<file path="src/rtl/pc_ctrl_pkg.sv">
// rtl/pc_ctrl_pkg.sv - shared types and constants for the PC redirect controller
package pc_ctrl_pkg;

    typedef enum logic [1:0] {RUN, REDIRECT, HALTED} pc_state_t;

    localparam int PC_STEP = 4;

endpackage

</file>
<file path="src/rtl/sat_counter.sv">
// rtl/sat_counter.sv - saturating event counter with asynchronous active-high reset
module sat_counter #(
    parameter int W = 16
) (
    input  logic         clk,
    input  logic         reset,
    input  logic         inc,
    output logic [W-1:0] cnt
);

    always_ff @(posedge clk or posedge reset) begin
        if (reset) begin
            cnt <= '0;
        end else if (inc && (cnt != {W{1'b1}})) begin
            cnt <= cnt + W'(1);
        end
    end

endmodule

</file>
<file path="src/rtl/pc_redirect_ctrl.sv">
// rtl/pc_redirect_ctrl.sv - PC register and front-end flush/stall sequencer (optional counters: PC_REDIRECT_CNT_EN)
module pc_redirect_ctrl
    import pc_ctrl_pkg::*;
#(
    parameter int              PC_W     = 9,
    parameter logic [PC_W-1:0] RESET_PC = '0,
    parameter int              CNT_W    = 16
) (
    input  logic             clk,
    input  logic             reset,
    input  logic             ex_valid,
    input  logic             pc_sel,
    input  logic [31:0]      br_pc,
    input  logic             halt,
    input  logic             stall,
    input  logic             resume,
    output logic [PC_W-1:0]  pc_q,
    output logic             pc_en,
    output logic             ifid_stall,
    output logic             ifid_flush,
    output logic             idex_flush,
    output logic             halted,
    output logic             misalign,
    output logic [CNT_W-1:0] redirect_cnt,
    output logic [CNT_W-1:0] stall_cnt
);

    pc_state_t       state_q, state_d;
    logic [PC_W-1:0] pc_d;
    logic [PC_W-1:0] pc_inc;
    logic [PC_W-1:0] pc_target;
    logic            misalign_q, misalign_d;
    logic            unused_br_hi;

    assign pc_inc       = pc_q + PC_W'(PC_STEP);
    assign pc_target    = {br_pc[PC_W-1:2], 2'b00};
    assign unused_br_hi = &{1'b0, br_pc[31:PC_W]};

    always_comb begin
        state_d    = state_q;
        pc_d       = pc_q;
        misalign_d = misalign_q;
        pc_en      = 1'b0;
        ifid_stall = 1'b0;
        ifid_flush = 1'b0;
        idex_flush = 1'b0;
        case (state_q)
            RUN: begin
                if (ex_valid && halt) begin
                    ifid_flush = 1'b1;
                    idex_flush = 1'b1;
                    state_d    = HALTED;
                end else if (ex_valid && pc_sel) begin
                    pc_d       = pc_target;
                    pc_en      = 1'b1;
                    ifid_flush = 1'b1;
                    idex_flush = 1'b1;
                    state_d    = REDIRECT;
                    if (br_pc[1:0] != 2'b00) misalign_d = 1'b1;
                end else if (stall) begin
                    ifid_stall = 1'b1;
                    idex_flush = 1'b1;
                end else begin
                    pc_d  = pc_inc;
                    pc_en = 1'b1;
                end
            end
            // EX holds the bubble created by the redirect flush, so its requests are meaningless here
            REDIRECT: begin
                state_d = RUN;
                if (stall) begin
                    ifid_stall = 1'b1;
                    idex_flush = 1'b1;
                end else begin
                    pc_d  = pc_inc;
                    pc_en = 1'b1;
                end
            end
            HALTED: begin
                ifid_flush = 1'b1;
                idex_flush = 1'b1;
                if (resume) state_d = RUN;
            end
            default: state_d = RUN;
        endcase
        if (reset) begin
            pc_en      = 1'b1;
            ifid_stall = 1'b0;
            ifid_flush = 1'b0;
            idex_flush = 1'b0;
        end
    end

    always_ff @(posedge clk or posedge reset) begin
        if (reset) begin
            state_q    <= RUN;
            pc_q       <= RESET_PC;
            misalign_q <= 1'b0;
        end else begin
            state_q    <= state_d;
            pc_q       <= pc_d;
            misalign_q <= misalign_d;
        end
    end

    assign halted   = (state_q == HALTED);
    assign misalign = misalign_q;

`ifdef PC_REDIRECT_CNT_EN
    logic redirect_inc;

    assign redirect_inc = !reset && (state_q == RUN) && ex_valid && pc_sel && !halt;

    sat_counter #(.W(CNT_W)) u_redirect_cnt (
        .clk   (clk),
        .reset (reset),
        .inc   (redirect_inc),
        .cnt   (redirect_cnt)
    );

    sat_counter #(.W(CNT_W)) u_stall_cnt (
        .clk   (clk),
        .reset (reset),
        .inc   (ifid_stall),
        .cnt   (stall_cnt)
    );
`else
    assign redirect_cnt = '0;
    assign stall_cnt    = '0;
`endif

endmodule

</file>
<file path="config.mk">
export PLATFORM = sky130hd
export DESIGN_NAME = pc_redirect_ctrl
export DESIGN_NICKNAME = d
export VERILOG_FILES = /design/src/rtl/pc_ctrl_pkg.sv /design/src/rtl/sat_counter.sv /design/src/rtl/pc_redirect_ctrl.sv
export SDC_FILE = /design/constraint.sdc
export NUM_CORES = 1
export LEC_CHECK = 0
export CAP_MARGIN = 10
export CELL_PAD_IN_SITES_DETAIL_PLACEMENT = 0
export CELL_PAD_IN_SITES_GLOBAL_PLACEMENT = 1
export CORE_ASPECT_RATIO = 1.2
export CORE_MARGIN = 2
export CORE_UTILIZATION = 21
export CTS_CLUSTER_SIZE = 10
export DETAILED_ROUTE_END_ITERATION = 10
export PLACE_DENSITY_LB_ADDON = 0.08
export REMOVE_ABC_BUFFERS = 1
export SLEW_MARGIN = 20
export SYNTH_ARGS = -nofsm -noshare
export SYNTH_HDL_FRONTEND = slang
export SYNTH_SLANG_ARGS = --single-unit
</file>
<file path="constraint.sdc">
create_clock -name clk -period 3.95 [get_ports clk]
set_input_delay 1.185 -clock clk [delete_from_list [all_inputs] [get_ports clk]]
set_output_delay 1.185 -clock clk [all_outputs]
set_load 0.01 [all_outputs]
</file>
==> results.md, run 1 <==
- Status: completed
- Area Overhead vs Synth: 35.0%
- DR vias: 772
- Most frequent cells in the layout: conb_1 (34), clkdlybuf4s50_1 (22), dfrtp_1 (10)
- Die width: 64.1 um
- Largest net degree at the start of global routing: 11
- Startpoint type of the worst setup path: primary input
- Worst-skew pair later-pin latency: 240 ps
- R2r startpoint: state_q[1]$_DFFE_PP0P_
- CP top delay family: buffers and inverters
- Final std cells w/o fill: 201
- Congestion Overflow GR: 0
- Final period utilization: 95.8%
- Initial antenna violation count: 0
- Peak supply drop: 0.144 mV
- Htree depth: 1
- Synth Cell Area: 911 um^2
- RePlAce Congestion: 0.758
- Core footprint: 4230 um^2
- Total GRT Usage: 9.30%
- CP max-delay cell: clkdlybuf4s50_1
- First-pass GRT wire length: 3.51 mm
- Crit path cell chain: clkdlybuf4s50_1, or2_2, a21oi_1, nor3_1, nand2b_1, dlygate4sd2_1
- Nets: 186
- Initial DRC Count: 18
- Layout cells sized above 1: 16.6%
- Num Clock Sinks: 10
- Yosys warnings: 0
- Hold Path Origin: misalign$_DFFE_PP0P_
- Synth Register Bits: 10
- # setup viols final: 0
- Crit-path max cell delay: 460 ps
- Clk buf depth: 2
- Root Buffer: clkbuf_8
- Port Buffers: 28
- Crit Path Max Fanout: 3
- Worst Path Arrival: 2600 ps
- Worst slack at placement: -156 ps
- Total CTS buffers: 3
- Unrepaired setup endpoints after global routing: no
- Mean Syn Cell Area: 8.51 um^2
- Data required, critical path: 2760 ps
- Hold Buf Count CTS: 0
- Setup_tns: 0 ps
- Count of final hold-check violations: 0
- Commonest non-fill, non-tap cell in the layout: conb_1
- Setup crit end kind: primary output
- Final Max Slew Viols: 0
- DRC: 0
- Reg clk slew, reported paths: 50 ps
- DRT Pass-1 Iters: 4
- CP bufs+invs: 2
- Routed WL: 2.24 mm
- Hpwl dp: 1.79 mm
- CP startpoint: pc_sel
- Final worst slack: 165 ps
- Max cap viols: 0
- Inst Count DP: 197
- Clock skew: 0.425 ps
- Cells after Synth: 107
- Power Dens Cells: 452 nW/um^2
- Minimum clock period: 3790 ps
- Row cnt: 26
- Final antenna-violating net count: 0
- Leakage: 0.580 nW
- Netlist cell types: 30
- Drt wl/cell: 11.2 um
- Die H: 76.1 um
- Die Area: 4880 um^2
- # diodes: 0
- CTS tree: built
- Setup CP Type: primary input to primary output
- Drt via density: 3.84
- Hold Path Class: flip-flop to flip-flop
- Seq/Total Area, Yosys: 27.5%
- Vias in the first global route: 745
- Fill cells: 485
- Effective utilization at floorplan: 21.5%
- Io pins: 86
- Max frequency: 0.264 GHz
==> final cells by class <==
type | instances | area, um^2 | share of cell area, %
repair buffers | 37 | 340 | 27.7
clock buffers | 4 | 55.1 | 4.48
flip-flops and latches | 10 | 250 | 20.3
multi-input cells | 89 | 495 | 40.3
inverters | 5 | 18.8 | 1.53
well taps | 56 | 70.1 | 5.70
==> worst reg2reg max path, cell delays in order (launching register included) <==
cell and delay (ps):
dfrtp_1 540, nor2b_4 110, or2_4 250, buf_4 180, o22ai_1 150, a22oi_1 100
==> cells in the mapped netlist, drive strengths merged <==
library cell,number,area (um^2)
o22ai,6,37.5
nand2,2,10.0
inv,5,18.8
nor2,3,11.3
and3,2,12.5
or2,4,27.5
nor3,1,5.00
a21oi,7,42.5
and4b,1,10.0
dfrtp,10,250
o21ai,7,35.0
or3,1,6.26
a21o,2,15.0
a2bb2oi,5,43.8
nand2b,1,6.26
conb,1,3.75
nor2b,4,35.0
mux2,1,11.3
buf,36,274
a22oi,2,15.0
nand3,4,20.0
o211ai,1,7.51
ha,1,12.5
==> routing by layer <==
metal | part of all wire, % | up-vias | global-route usage (%)
met1 | 43 | 360 | 11.4
met2 | 50 | 30 | 15.1
met5 | 0 | - | 0
met3 | 5.5 | 2 | 2.22
met4 | 1.2 | 0 | 4.47
li1 | - | 380 | -
==> state kept, by name, summed over array words and instances, names as in the netlist <==
register and count:
state_q 2, pc_q 7, misalign 1
==> metrics by stage <==
step	area [um^2]	utilization [%]	total power [mW]	hold slack (ps)
final	1230	29.1	0.556	459
after global routing	1230	29.1	0.594	486
after CTS	1230	29.1	0.564	463
after detailed placement	1180	27.9	0.428	450
after global placement	1180	27.9	0.429	445
after floorplan	761	-	0.299	479
==> power by group <==
part / total, mW / switching [mW] / internal [mW] / leakage (nW)
sequential: 0.180 / 0.0437 / 0.137 / 0.112
combinational: 0.241 / 0.104 / 0.137 / 0.440
clock: 0.135 / 0.0466 / 0.0881 / 0.0288
total: 0.556 / 0.194 / 0.362 / 0.580
==> kinds of logic (layout without fill, tap and decap cells) <==
logic type / Yosys count / after routing / share of synthesized area (%)
buffers and inverters: 41 / 46 / 32.1
AO/OA/AOI/OAI: 30 / 30 / 21.6
AND/OR/NAND/NOR: 23 / 23 / 15.8
flip-flops: 10 / 10 / 27.5
adder cells (fa/ha/maj): 1 / 1 / 1.37
other: 1 / 34 / 0.412
multiplexers: 1 / 1 / 1.24
==> worst paths after layout <==
kind | endpoint | slack (ps) | cells after the start
setup / recovery | idex_flush | 160 | 6
hold / removal | misalign$_DFFE_PP0P_ | 460 | 1
setup reg to reg | pc_q[5]$_DFFE_PP0P_ | 2490 | 5
hold reg to reg | misalign$_DFFE_PP0P_ | 460 | 1
max in group asynchronous | pc_q[6]$_DFFE_PP0P_ | 2350 | 2
min in group asynchronous | pc_q[2]$_DFFE_PP0P_ | 1300 | 2
==> repair_timing <==
item / in CTS / in global routing
setup endpoints to repair: 4 / 0
buffers inserted: 0 / 0
gates resized for setup: 7 / 0
hold endpoints to repair: 0 / 0
(Power assumes the default switching activity.)
==> run 2, diff against run 1 <==
--- a/config.mk
+++ b/config.mk
@@ -8,12 +8,11 @@
 export CAP_MARGIN = 10
 export CELL_PAD_IN_SITES_DETAIL_PLACEMENT = 0
 export CELL_PAD_IN_SITES_GLOBAL_PLACEMENT = 1
-export CORE_ASPECT_RATIO = 1.2
 export CORE_MARGIN = 2
 export CORE_UTILIZATION = 21
 export CTS_CLUSTER_SIZE = 10
 export DETAILED_ROUTE_END_ITERATION = 10
-export PLACE_DENSITY_LB_ADDON = 0.08
+export PLACE_DENSITY = 0.86
 export REMOVE_ABC_BUFFERS = 1
 export SLEW_MARGIN = 20
 export SYNTH_ARGS = -nofsm -noshare
==> run 2 against run 1 <==
  * Core utilization increased by 0.53 points
  * Critical path type unchanged
  * Sequential share of layout area grew 0.34 points
  * Design area is 1.6% lower
  * Sequential power hardly changed
  * Clock-buffer cell count decreased by 1
  * Worst setup slack worse by 21 ps
  * Clock skew hardly changed
  * Register-to-register slack better by 30 ps
  * Non-clock buffer count unchanged
  * Critical path depth decreased by 1
  * Critical endpoint is now pc_en
==> results.md, run 2 (synthesis results as in run 1) <==
- Worst Path Arrival: 2620 ps (was 2600 ps)
- Reg clk slew, reported paths: 50 ps (about the same)
- Max cap viols: 0 (unchanged)
- Worst-skew pair later-pin latency: 240 ps (about the same)
- Hold depth: 1 (unchanged)
- Die Area: 4880 um^2 (about the same)
- Status: completed (unchanged)
- Unrepaired setup endpoints after global routing: no (unchanged)
- Setup crit end kind: primary output (unchanged)
- Hpwl dp: 1.62 mm (was 1.79 mm)
- Total CTS buffers: 3 (unchanged)
- Drt wl/cell: 10.6 um (was 11.2 um)
- Hold Buf Count CTS: 0 (unchanged)
- Final period utilization: 96.4% (was 95.8%)
- Crit Path Max Fanout: 3 (unchanged)
- CP bufs+invs: 3 (was 2)
- First-pass GRT wire length: 3.28 mm (was 3.51 mm)
- Clock skew: 0.605 ps (was 0.425 ps)
- Htree depth: 1 (unchanged)
- Most frequent cells in the layout: conb_1 (34), clkdlybuf4s50_1 (23), dfrtp_1 (10) (was conb_1 (34), clkdlybuf4s50_1 (22), dfrtp_1 (10))
- Clk network pwr share: 20.2% (was 24.2%)
- Total GRT Usage: 8.55% (was 9.30%)
- # setup viols final: 0 (unchanged)
- Root Buffer: clkbuf_8 (unchanged)
- Nets: 186 (unchanged)
- Final Max Slew Viols: 0 (unchanged)
- Worst path most repeated cell: clkdlybuf4s50_1
- DRC: 0 (unchanged)
- Startpoint type of the worst setup path: primary input (unchanged)
- Drt via density: 4.03 (was 3.84)
- Max frequency: 0.263 GHz (was 0.264 GHz)
- Max reg flops: 7 (unchanged)
- R2R Path End: pc_q[5]$_DFFE_PP0P_ (unchanged)
- Area Overhead vs Synth: 32.8% (was 35.0%)
- CTS tree: built (unchanged)
- Sw frac: 35.8% (was 34.9%)
- Final core utilization: 29.6% (was 29.1%)
- Post-CTS Setup Inserts: 0 (unchanged)
- Setup CP Type: primary input to primary output (unchanged)
- Commonest non-fill, non-tap cell in the layout: conb_1 (unchanged)
- Comb power frac: 45.6% (was 43.3%)
- Top reg by flops: pc_q (unchanged)
- Num Clock Sinks: 10 (unchanged)
- Crit-path max cell delay: 490 ps (was 460 ps)
- Die H: 69.9 um (was 76.1 um)
- Worst R2R Path Depth: 5 (unchanged)
- End of the worst hold path: misalign$_DFFE_PP0P_ (unchanged)
- Hold_ws: 450 ps (was 459 ps)
- Peak supply drop: 0.173 mV (was 0.144 mV)
- Routed WL: 2.06 mm (was 2.24 mm)
- Congestion Overflow GR: 0 (unchanged)
- Reg2Reg Setup Slack: 2520 ps (was 2490 ps)
- Effective utilization at floorplan: 22.3% (was 21.5%)
- Hold Path Class: flip-flop to flip-flop (unchanged)
- Minimum clock period: 3810 ps (was 3790 ps)
- CP top delay family: buffers and inverters (unchanged)
- Data required, critical path: 2760 ps (about the same)
- R2r startpoint: state_q[1]$_DFFE_PP0P_ (unchanged)
- Row cnt: 23 (was 26)
- Internal power: 0.341 mW (was 0.362 mW)
- DR vias: 781 (was 772)
- CP max-delay cell: clkdlybuf4s50_1 (unchanged)
- Crit path cell chain: clkdlybuf4s50_1, buf_4, a21oi_2, or2_2, clkdlybuf4s50_1 (was clkdlybuf4s50_1, or2_2, a21oi_1, nor3_1, nand2b_1, dlygate4sd2_1)
- Port Buffers: 28 (unchanged)
- Io pins: 86 (unchanged)
- Count of final hold-check violations: 0 (unchanged)
- RePlAce Congestion: 0.795 (was 0.758)
- Final antenna-violating net count: 0 (unchanged)
- # diodes: 0 (unchanged)
- Initial antenna violation count: 0 (unchanged)
- Die width: 69.9 um (was 64.1 um)
- Vias in the first global route: 700 (was 745)
- Power Dens Cells: 439 nW/um^2 (was 452 nW/um^2)
- Core footprint: 4090 um^2 (was 4230 um^2)
- Clk buf depth: 2 (unchanged)
- Largest net degree at the start of global routing: 11 (unchanged)
- Initial DRC Count: 15 (was 18)
- Hold Path Origin: misalign$_DFFE_PP0P_ (unchanged)
- DRT Pass-1 Iters: 4 (unchanged)
- Leakage: 0.571 nW (was 0.580 nW)
- Register share of total power: 34.2% (was 32.4%)
- Switching pwr: 0.190 mW (was 0.194 mW)
- Layout cells sized above 1: 16.0% (was 16.6%)
[run 2: cell count changes in the layout (fill, tap and decap cells not counted), sizes merged]
cell | before | now
dlygate4sd2 | 6 | 5
clkdlybuf4s50 | 22 | 23
clkbuf | 4 | 3
[run 2: worst max-delay path by stage]
stage                  to  cells after the start  slack (ps)     start
3_5_place_dp        pc_en                      6        -140  ex_valid
4_1_cts             pc_en                      6         140  ex_valid
2_1_floorplan       pc_en                      4         850  ex_valid
6_report            pc_en                      5         140     stall
5_1_grt        ifid_flush                      5          50     reset
3_3_place_gp        pc_en                      6        -130  ex_valid
[run 2: layer usage]
layer  wire length, um  GRT usage [%]  up-vias
li1                  -              -      380
met1               880           10.8      361
met2              1000           13.2       35
met3               138           2.16        5
met4                42           4.70        0
met5                 0              0        -
[run 2: what timing repair did]
action / CTS / global route
resized for setup: 6 / 0
setup endpoints to repair: 4 / 0
hold endpoints to repair: 0 / 0
[run 2: power groups by stage]
stage          combinational [mW]  sequential [mW]  clock, mW
2_1_floorplan               0.111            0.188          0
3_3_place_gp                0.243            0.181          0
3_5_place_dp                0.244            0.182          0
4_1_cts                     0.244            0.181      0.108
5_1_grt                     0.266            0.188      0.117
6_report                    0.242            0.182      0.107
[run 2: per-stage QoR]
stage	setup TNS, ps	area, um^2	total power [mW]	cells	setup slack (ps)
after detailed placement	-227	1170	0.427	191	-140
final	0	1210	0.532	194	144
after global routing	0	1210	0.572	194	49.6
after CTS	0	1210	0.534	194	143
after floorplan	0	761	0.299	104	847
after global placement	-211	1170	0.424	191	-131
[run 2: area by class of cell]
class                   instances  area [um^2]
multi-input cells              89          495
fillers                       438         2880
repair buffers                 37          342
flip-flops and latches         10          250
clock buffers                   3         41.3
inverters                       5         18.8
well taps                      50         62.6
==> run 3, diff against run 2 <==
--- a/config.mk
+++ b/config.mk
@@ -14,6 +14,7 @@
 export DETAILED_ROUTE_END_ITERATION = 10
 export PLACE_DENSITY = 0.86
 export REMOVE_ABC_BUFFERS = 1
+export SETUP_SLACK_MARGIN = 0.5
 export SLEW_MARGIN = 20
 export SYNTH_ARGS = -nofsm -noshare
 export SYNTH_HDL_FRONTEND = slang
==> run 3 against run 2 <==
  * Global-route usage up 0.18 points
  * Worst hold slack is essentially flat
  * Cell count unchanged
  * Worst setup slack better by 410 ps
  * Power is 0.14% higher
  * Clock power is essentially flat
  * Design area increased by 0.72%
  * Sequential power about the same
  * Critical path type unchanged
  * Largest cell class unchanged
==> results.md, run 3 (synthesis results as in run 1) <==
- Commonest non-fill, non-tap cell in the layout: conb_1 (unchanged)
- Unrepaired setup endpoints after global routing: yes (was no)
- Setup crit end kind: primary output (unchanged)
- Worst-skew pair later-pin latency: 240 ps (about the same)
- Leakage: 0.583 nW (was 0.571 nW)
- Crit Path Max Fanout: 4 (was 3)
- Total GRT Usage: 8.73% (was 8.55%)
- Core footprint: 4090 um^2 (unchanged)
- Register share of total power: 34.3% (was 34.2%)
- Hold_ws: 450 ps (about the same)
- Hpwl dp: 1.62 mm (unchanged)
- Final antenna-violating net count: 0 (unchanged)
- DRT Pass-1 Iters: 4 (unchanged)
- Minimum clock period: 3400 ps (was 3810 ps)
- Root Buffer: clkbuf_8 (unchanged)
- Comb power frac: 45.7% (was 45.6%)
- CP bufs+invs: 2 (was 3)
- Hold Path Class: flip-flop to flip-flop (unchanged)
- Most frequent cells in the layout: conb_1 (34), clkdlybuf4s50_1 (19), dfrtp_1 (10) (was conb_1 (34), clkdlybuf4s50_1 (23), dfrtp_1 (10))
- Area Overhead vs Synth: 33.8% (was 32.8%)
- Data required, critical path: 2760 ps (about the same)
- Drt wl/cell: 10.6 um (about the same)
- # diodes: 0 (unchanged)
- Hold Buf Count CTS: 0 (unchanged)
- Row cnt: 23 (unchanged)
- Clk network pwr share: 20.0% (was 20.2%)
- Startpoint type of the worst setup path: primary input (unchanged)
- First-pass GRT wire length: 3.35 mm (was 3.28 mm)
- Post-CTS Setup Inserts: 0 (unchanged)
- Effective utilization at floorplan: 22.3% (unchanged)
- Initial DRC Count: 13 (was 15)
- Layout cells sized above 1: 22.9% (was 16.0%)
- Internal power: 0.341 mW (about the same)
- Crit path cell chain: clkbuf_2, nor2b_2, a21o_1, a21oi_2, or2_2, clkdlybuf4s15_2 (was clkdlybuf4s50_1, buf_4, a21oi_2, or2_2, clkdlybuf4s50_1)
- Setup CP Type: primary input to primary output (unchanged)
- Final core utilization: 29.8% (was 29.6%)
- Vias in the first global route: 704 (was 700)
- Top reg by flops: pc_q (unchanged)
- Nets: 186 (unchanged)
- Reg clk slew, reported paths: 50 ps (about the same)
- CP top delay family: simple AND/OR/NAND/NOR gates (was buffers and inverters)
- Switching pwr: 0.191 mW (was 0.190 mW)
- # setup viols final: 0 (unchanged)
- Die width: 69.9 um (unchanged)
- Num Clock Sinks: 10 (unchanged)
- Status: completed (unchanged)
- Peak supply drop: 0.171 mV (was 0.173 mV)
- DR vias: 782 (was 781)
- Initial antenna violation count: 0 (unchanged)
- Inst Count DP: 191 (unchanged)
- Clock skew: 1.76 ps (was 0.605 ps)
- Largest net degree at the start of global routing: 11 (unchanged)
- Final period utilization: 86.0% (was 96.4%)
- Final std cells w/o fill: 194 (unchanged)
- Max reg flops: 7 (unchanged)
- Count of final hold-check violations: 0 (unchanged)
- Power Dens Cells: 437 nW/um^2 (was 439 nW/um^2)
- Port Buffers: 28 (unchanged)
- Io pins: 86 (unchanged)
- RePlAce Congestion: 0.795 (unchanged)
- Total CTS buffers: 3 (unchanged)
- Htree depth: 1 (unchanged)
- Sw frac: 35.9% (was 35.8%)
- Die H: 69.9 um (unchanged)
- Total power: 0.532 mW (about the same)
- Max frequency: 0.294 GHz (was 0.263 GHz)
- Final Max Slew Viols: 0 (unchanged)
- Max cap viols: 0 (unchanged)
- Crit-path max cell delay: 280 ps (was 490 ps)
- Die Area: 4880 um^2 (unchanged)
- CTS tree: built (unchanged)
- CP max-delay cell: or2_2 (was clkdlybuf4s50_1)
- DRC: 0 (unchanged)
- Routed WL: 2.07 mm (was 2.06 mm)
- Worst Path Arrival: 2210 ps (was 2620 ps)
- Drt via density: 4.03 (about the same)
- Clk buf depth: 2 (unchanged)
- Congestion Overflow GR: 0 (unchanged)
[run 3: changes by cell type in the layout (fill, tap and decap cells not counted), moves of 2 or more]
cell,before,now
buf_2,0,2
clkbuf_2,0,3
clkdlybuf4s15_2,0,2
clkdlybuf4s50_1,23,19
dlygate4sd2_1,5,1
[run 3: worst paths after layout]
check,depth (start not counted),slack [ps],endpoint,startpoint
worst min-delay path,1,450,misalign$_DFFE_PP0P_,misalign$_DFFE_PP0P_
worst max register to register,5,2460,pc_q[5]$_DFFE_PP0P_,state_q[1]$_DFFE_PP0P_
worst min register to register,1,450,misalign$_DFFE_PP0P_,misalign$_DFFE_PP0P_
worst max-delay path,6,550,pc_en,ex_valid
min in group asynchronous,3,1100,pc_q[2]$_DFFE_PP0P_,reset
max in group asynchronous,3,2570,pc_q[7]$_DFFE_PP0P_,reset
[run 3: per-layer routing]
metal | part of all wire, % | vias to the layer above | global-route usage, % | routed length, um
met5 | 0 | - | 0 | 0
met4 | 2.0 | 0 | 4.49 | 42
met3 | 6.7 | 5 | 2.16 | 139
met2 | 50 | 33 | 13.8 | 1030
met1 | 41 | 362 | 11.0 | 855
li1 | - | 382 | - | -
[run 3: area by class of cell]
cell class                 instances  area, um^2
clock buffer                       3        41.3
inverter                           5        18.8
multi-input combinational         89         519
timing repair buffer              37         327
sequential                        10         250
fill                             443        2870
tap                               50        62.6
[run 3: power groups by stage]
stage / logic [mW] / registers [mW] / clock network (mW)
5_1_grt: 0.267 / 0.189 / 0.117
4_1_cts: 0.245 / 0.182 / 0.108
2_1_floorplan: 0.111 / 0.188 / 0
3_5_place_dp: 0.244 / 0.182 / 0
3_3_place_gp: 0.243 / 0.181 / 0
6_report: 0.243 / 0.183 / 0.107
[run 3: worst reg2reg max path: stages, from the launching register on]
cell	delay (ps)
dfrtp_1	570
nor2b_4	100
or2_4	250
buf_4	180
o22ai_1	150
a22oi_1	100
[run 3: what timing repair did]
item,CTS,global route
pin swaps,1,0
setup endpoints to repair,4,3
resized for setup,26,5
[run 3: per-stage QoR]
step | instance area (um^2) | setup TNS [ps] | setup WS, ps
CTS | 1220 | 0 | 422
finish | 1220 | 0 | 554
floorplan | 761 | 0 | 847
global placement | 1170 | -211 | -131
detailed placement | 1170 | -227 | -140
global route | 1220 | 0 | 493
